==> src/rtl/aes_state_manager.sv <==
// Purpose: Moore control FSM sequencing an iterative AES-128 core (load, key wait, 10 rounds, readout).
// Latency: start accept to SUBBYTES = 9 cycles with keys ready; rounds 0..8 take 16 cycles, round 9 takes 12.
// Backpressure: waits indefinitely in COMPUTE_ROUNDKEYS for key_expand_done and in ENCRYPTION_DONE for start_read_n.
//
// Ports:
//   clock, reset_n                      - rising-edge clock, asynchronous active-low reset
//   start_write_n, start_read_n         - active-low start strobes, honoured only in IDLE / ENCRYPTION_DONE
//   key_expand_done                     - all round keys available
//   done                                - high while ciphertext is ready
//   dbg_state, dbg_round                - current state code and round for debug
//   matrix_in_sel, matrix_write_enable  - state-matrix write-data mux select and write strobe
//   mat_row_col, mat_read_write, mat_idx - matrix access mode (0 row/1 col), direction (0 rd/1 wr), index
module aes_state_manager (
  input  logic       clock,
  input  logic       reset_n,
  input  logic       start_write_n,
  input  logic       start_read_n,
  input  logic       key_expand_done,
  output logic       done,
  output logic [5:0] dbg_state,
  output logic [3:0] dbg_round,
  output logic [3:0] matrix_in_sel,
  output logic       matrix_write_enable,
  output logic       mat_row_col,
  output logic       mat_read_write,
  output logic [1:0] mat_idx
);

  typedef enum logic [5:0] {
    IDLE              = 6'd0,
    PLAINTEXT_WRITE   = 6'd1,
    KEY_WRITE         = 6'd2,
    COMPUTE_ROUNDKEYS = 6'd3,
    SUBBYTES          = 6'd4,
    SHIFTROWS         = 6'd5,
    MIXCOLUMNS        = 6'd6,
    ADDROUNDKEY       = 6'd7,
    ENCRYPTION_DONE   = 6'd8,
    CIPHERTEXT_READ   = 6'd9
  } state_t;

  localparam logic [3:0] LAST_ROUND = 4'd9;

  state_t     state;
  logic [3:0] round;
  logic [1:0] step;
  logic       last_step;

  assign last_step = (step == 2'd3);

  // Multi-step states advance the step counter and leave on step 3; step
  // is always cleared together with a state change.
  always_ff @(posedge clock or negedge reset_n) begin
    if (!reset_n) begin
      state <= IDLE;
      round <= 4'd0;
      step  <= 2'd0;
    end else begin
      case (state)
        IDLE: begin
          step <= 2'd0;
          if (!start_write_n) begin
            state <= PLAINTEXT_WRITE;
            round <= 4'd0;
          end
        end
        PLAINTEXT_WRITE: begin
          step <= step + 2'd1;
          if (last_step) state <= KEY_WRITE;
        end
        KEY_WRITE: begin
          step <= step + 2'd1;
          if (last_step) state <= COMPUTE_ROUNDKEYS;
        end
        COMPUTE_ROUNDKEYS: begin
          step <= 2'd0;
          if (key_expand_done) state <= SUBBYTES;
        end
        SUBBYTES: begin
          step <= step + 2'd1;
          if (last_step) state <= SHIFTROWS;
        end
        SHIFTROWS: begin
          step <= step + 2'd1;
          // Final round has no MixColumns.
          if (last_step) state <= (round == LAST_ROUND) ? ADDROUNDKEY : MIXCOLUMNS;
        end
        MIXCOLUMNS: begin
          step <= step + 2'd1;
          if (last_step) state <= ADDROUNDKEY;
        end
        ADDROUNDKEY: begin
          step <= step + 2'd1;
          if (last_step) begin
            if (round == LAST_ROUND) begin
              state <= ENCRYPTION_DONE;
            end else begin
              state <= SUBBYTES;
              round <= round + 4'd1;
            end
          end
        end
        ENCRYPTION_DONE: begin
          step <= 2'd0;
          if (!start_read_n) state <= CIPHERTEXT_READ;
        end
        CIPHERTEXT_READ: begin
          step <= step + 2'd1;
          if (last_step) state <= IDLE;
        end
        default: begin
          state <= IDLE;
          step  <= 2'd0;
        end
      endcase
    end
  end

  // Pure decode of registered state/round/step: no input reaches an output.
  always_comb begin
    matrix_in_sel       = 4'd0;
    matrix_write_enable = 1'b0;
    mat_row_col         = 1'b0;
    mat_read_write      = 1'b0;
    case (state)
      PLAINTEXT_WRITE: begin
        matrix_in_sel = 4'd1; matrix_write_enable = 1'b1; mat_row_col = 1'b1; mat_read_write = 1'b1;
      end
      KEY_WRITE: begin
        // Key goes to the key register; matrix only sees column reads.
        matrix_in_sel = 4'd2; mat_row_col = 1'b1;
      end
      SUBBYTES: begin
        matrix_in_sel = 4'd3; matrix_write_enable = 1'b1; mat_row_col = 1'b1; mat_read_write = 1'b1;
      end
      SHIFTROWS: begin
        matrix_in_sel = 4'd4; matrix_write_enable = 1'b1; mat_read_write = 1'b1;
      end
      MIXCOLUMNS: begin
        matrix_in_sel = 4'd5; matrix_write_enable = 1'b1; mat_row_col = 1'b1; mat_read_write = 1'b1;
      end
      ADDROUNDKEY: begin
        matrix_in_sel = 4'd6; matrix_write_enable = 1'b1; mat_row_col = 1'b1; mat_read_write = 1'b1;
      end
      CIPHERTEXT_READ: begin
        mat_row_col = 1'b1;
      end
      default: ;
    endcase
  end

  assign done      = (state == ENCRYPTION_DONE);
  assign dbg_state = state;
  assign dbg_round = round;
  assign mat_idx   = step;

endmodule

==> config.mk <==
export PLATFORM = sky130hd
export DESIGN_NAME = aes_state_manager
export DESIGN_NICKNAME = d
export VERILOG_FILES = /design/src/rtl/aes_state_manager.sv
export SDC_FILE = /design/constraint.sdc
export NUM_CORES = 1
export LEC_CHECK = 0
export ABC_AREA = 1
export CAP_MARGIN = 15
export CORE_MARGIN = 5
export CORE_UTILIZATION = 48
export DETAILED_ROUTE_END_ITERATION = 10
export HOLD_SLACK_MARGIN = 0.08
export PLACE_DENSITY = 0.9
export SLEW_MARGIN = 20
export SYNTH_ARGS = -nofsm -noshare
export SYNTH_HDL_FRONTEND = slang
export SYNTH_SLANG_ARGS = --single-unit
==> constraint.sdc <==
create_clock -name clock -period 3.8 [get_ports clock]
set_input_delay 0.76 -clock clock [delete_from_list [all_inputs] [get_ports clock]]
set_output_delay 0.76 -clock clock [all_outputs]
set_load 0.03 [all_outputs]
Word-level counts from Yosys, hierarchy flattened. Index checks and enable logic that the tools add are counted.

Register bits after elaboration: 12. Bits in latches: 0. RAM bits: 0. Bits in read-only memories: 0. Output and inout port bits: 20. Word-level logic and storage cells: 55. Memories kept: 0.

$add $sub $neg: 2. Multiply operators: 0. Div/mod/pow operators: 0. Order comparisons: 0. Equality and inequality tests: 22. Shift-type cells: 0. Mux-type cells: 21. Bitwise gates (word level): 0. Reduce and logical (&&, ||, !) cells: 7.

Operators with widths (number): 6-bit 2-to-1 mux (10); 6-bit case mux with 10 select lines (1); 6-bit by 3-bit == test with 1-bit output (second input constant) (4); 2-bit inequality test (second input constant) (11); 3-bit case mux with 6 select lines (1); 4-bit 2-to-1 mux (4); 6-bit by 2-bit == test with 1-bit output (second input constant) (2); 6-bit by 4-bit == test with 1-bit output (second input constant) (2); 10-bit AND reduction (1); 4-bit case mux with 2 select lines (1); 7-bit OR reduction (1); 6-bit by 1-bit == test with 1-bit output (second input constant) (1); 6-bit zero test (1); 6-bit OR reduction (1); 5-bit OR reduction (1); 4-bit by 1-bit adder with 4-bit output (second input constant) (1); 4-bit == test (second input constant) (1); 4-bit AND reduction (1); 1-bit 2-to-1 mux (3); 2-bit by 1-bit adder with 2-bit output (second input constant) (1); 2-bit == test (second input constant) (1); 2-bit 2-to-1 mux (1); 2-bit nonzero test (1).

Depth between registers and ports, before layout.
Depth after elaboration: 4. Gate-level depth with buffers: 10. Mapped depth without buffers: 10.

Least setup slack after synthesis. OpenSTA, ideal clock, no wires.

Path type: reg-to-output. Start: reg state[2] (netlist: dbg_state[2]). End: out mat_row_col. Arrival time: 1483 ps. Data required time: 3040 ps. Path slack: 1557 ps. Cell stages (with the launch flop): 3. Cells stage by stage: dfrtp_1 -> nand2_2 -> o21ai_0.

Longest elaborated chain between the ends: 3. Elaborated cells on any way between the ends: 8. Classes of those cells: eq/ne: 6; mux: 1; reduce/logical: 1.

Ends and longest elaborated chain: from (decl) (line 44) `state_t state;`; from (signal assigned) (line 86) `if (last_step) state <= (round == LAST_ROUND) ? ADDROUNDKEY : MIXCOLUMNS;`; 6-bit by 3-bit == test with 1-bit output (tied with other cells) (line 125) `case (state)`; 6-bit OR reduction (no line) *; 1-bit 2-to-1 mux * (line 125); to (decl) (line 24) `output logic mat_row_col,`.

Mark *: on every way between the ends. The rest lies on a longest branch, timed or not.

Final worst setup path.
Start: reg state[3] (netlist: dbg_state[3]). End: out mat_row_col.

The elaborated chain is that of the path after synthesis.

==> results.ini <==
[critical_path]
crit_arrival_ps = 2170
crit_family = buffers and inverters
r2r_start = dbg_state[3]
startpoint = dbg_state[3]
end_kind = output port
cp_cell_sequence = nor2_2, nand3_1, and2_1, o21ai_0, clkdlybuf4s50_1
crit_path_top_delay_cell = clkdlybuf4s50_1
startpoint_type = register
slowest_delay_ps = 710
worst-path-buf-inv = 1
cp_max_fo = 6
required_ps = 3040
path_class = register to output port

[placed_design]
dp.final_hpwl_mm = 1.39
dpl_cell_area_um2 = 967
port-buffer-count = 21
dp.cells = 142
gp_congestion = 0.894

[cts]
htreeDepth = 1
hold_buffers = 0
cts_root_buffer = clkbuf_4
cts.sinks = 10
clock_path_buffers = 2
cts.repair.resized = 0
clock_latency_ps = 280
cts_buffers = 3
cts.clk_slew.worst_paths_ps = 70
cts_tree = yes
cts_setup_buffers = 0

[power]
power.density_mw_per_mm2 = 937
vdd_ir_drop_max_mv = 0.608
power_mw = 0.940
total_leakage_power_nw = 0.505

[floorplanning]
die_h_um = 49.8
start_util = 0.504
io_pins = 25
core_mm2 = 0.00151
dieArea_mm2 = 0.00248
row_count = 14
fp.dieW_um = 49.8

[route]
drcViolationCount = 0
vias_per_cell = 5.09
dr.pass1.iters = 4
drt-initial-drc-count = 15
final_antenna_net_count = 0
totalWireLength_mm = 1.71
drt-wirelength-per-cell_um = 11.7
via_count = 743

[logic_synthesis]
synthCells = 107
ys_seq_elements = 10
synthXorXnorAreaFrac = 0.0231
yosys_warnings = 0
synth-simple-area-share = 0.432
synth_compound_area_frac = 0.0527
synthMuxAreaShare = 0
syn_area_um2 = 759
synth-adder-area-share = 0.0494
syn_area_per_cell_um2 = 7.10
synth_cell_types = 22
synth_top_family_by_area = simple AND/OR/NAND/NOR gates
synth_seq_area_share = 0.329

[sta]
finalSetupTns_ps = 0
period_share = 0.771
finClkSkew_ps = 4.37
setup_viol = 0
finalHoldViolCount = 0
slew_violations = 0
layout_min_cycle_time_ps = 2930
fmax_mhz = 341
rsz0062_at_grt = no

[grt]
grt_remaining_overflow = 0
antenna_found_initial = 0
grt_pass1_wl_mm = 3.17
grt_usage = 0.164
grt_pass1_vias = 702
grt_max_degree = 11

[run]
cap_viol_max_count = 0

[cells_and_area]
layout.cells.non_filler = 146
final_nets = 139
final_common_cell = nand2_1
area_growth_pct = 32.1
fin_area_mm2 = 0.00100
drive_gt1_frac = 0.169
layout_common_cells = nand2_1, clkdlybuf4s50_1, nand3_1
diodes = 0

[status]
status = finished clean

[min_path]
hold_path.startpoint = mat_idx[0]
hold_path.class = register to register

cell usage after synthesis (all sizes together):
| library cell | instances | area, µm² |
|---|---|---|
| nor2 | 11 | 63.8 |
| buf | 4 | 30.0 |
| or2 | 2 | 12.5 |
| conb | 1 | 3.75 |
| o21ai | 6 | 30.0 |
| nand2 | 36 | 160 |
| nor3 | 1 | 5.00 |
| ha | 3 | 37.5 |
| nand3 | 14 | 80.1 |
| xor2 | 2 | 17.5 |
| inv | 14 | 52.6 |
| a21oi | 2 | 10.0 |
| dfrtp | 10 | 250 |
| and2 | 1 | 6.26 |
layer usage:
metal / GRT usage / part of all wire / wire, µm
met1: 0.204 / 0.43 / 732
met2: 0.254 / 0.49 / 839
met3: 0.0422 / 0.060 / 102
met4: 0.0873 / 0.020 / 35
met5: 0 / 0 / 0
final timing paths:
check / to / slack [ps] / depth (start not counted)
max in group asynchronous: dbg_state[3] / 2680 / 1
min in group asynchronous: mat_idx[1] / 800 / 1
min reg2reg: mat_idx[0] / 540 / 3
max reg2reg: dbg_state[2] / 2420 / 7
min: mat_idx[0] / 540 / 3
max: mat_row_col / 870 / 5
worst register-to-register path, stage by stage, from the launching register on:
cell	delay, ps
dfrtp_1	450
nor2_2	280
nand3_1	180
nand3_2	120
nand2_4	70
nand2_2	100
nand2_1	70
nand2_1	60
stage by stage:
step	setup slack, ps	hold WS, ps	utilization
global placement	1260	525	0.642
CTS	878	549	0.666
floorplan	1560	464	-
global route	766	594	0.666
finish	870	538	0.666
detailed placement	1190	538	0.642
flip-flops by register name, summed over array words and instances, names as in the netlist:
signal and count:
dbg_round 4, dbg_state 4, mat_idx 2
power breakdown:
group / leakage [nW] / internal [mW] / switching (mW)
Combinational: 0.352 / 0.237 / 0.418
Clock: 0.0210 / 0.0584 / 0.0417
Sequential: 0.132 / 0.139 / 0.0461
kinds of logic (layout without fill, tap and decap cells):
logic type      count (synthesis)  in the layout
simple gates                   65             65
buf+inv                        18             39
flops                          10             10
compound gates                  8              8
fa+ha+maj                       3              3
xor+xnor                        2              2
other cells                     1              3
final cells by class:
type,instances,area [µm²]
multi-input combinational,81,434
timing repair buffer,21,210
sequential,10,250
tap,16,20.0
fill,139,503
clock buffer,4,36.3
inverter,14,52.6
Power figures use the tool's default switching activity.
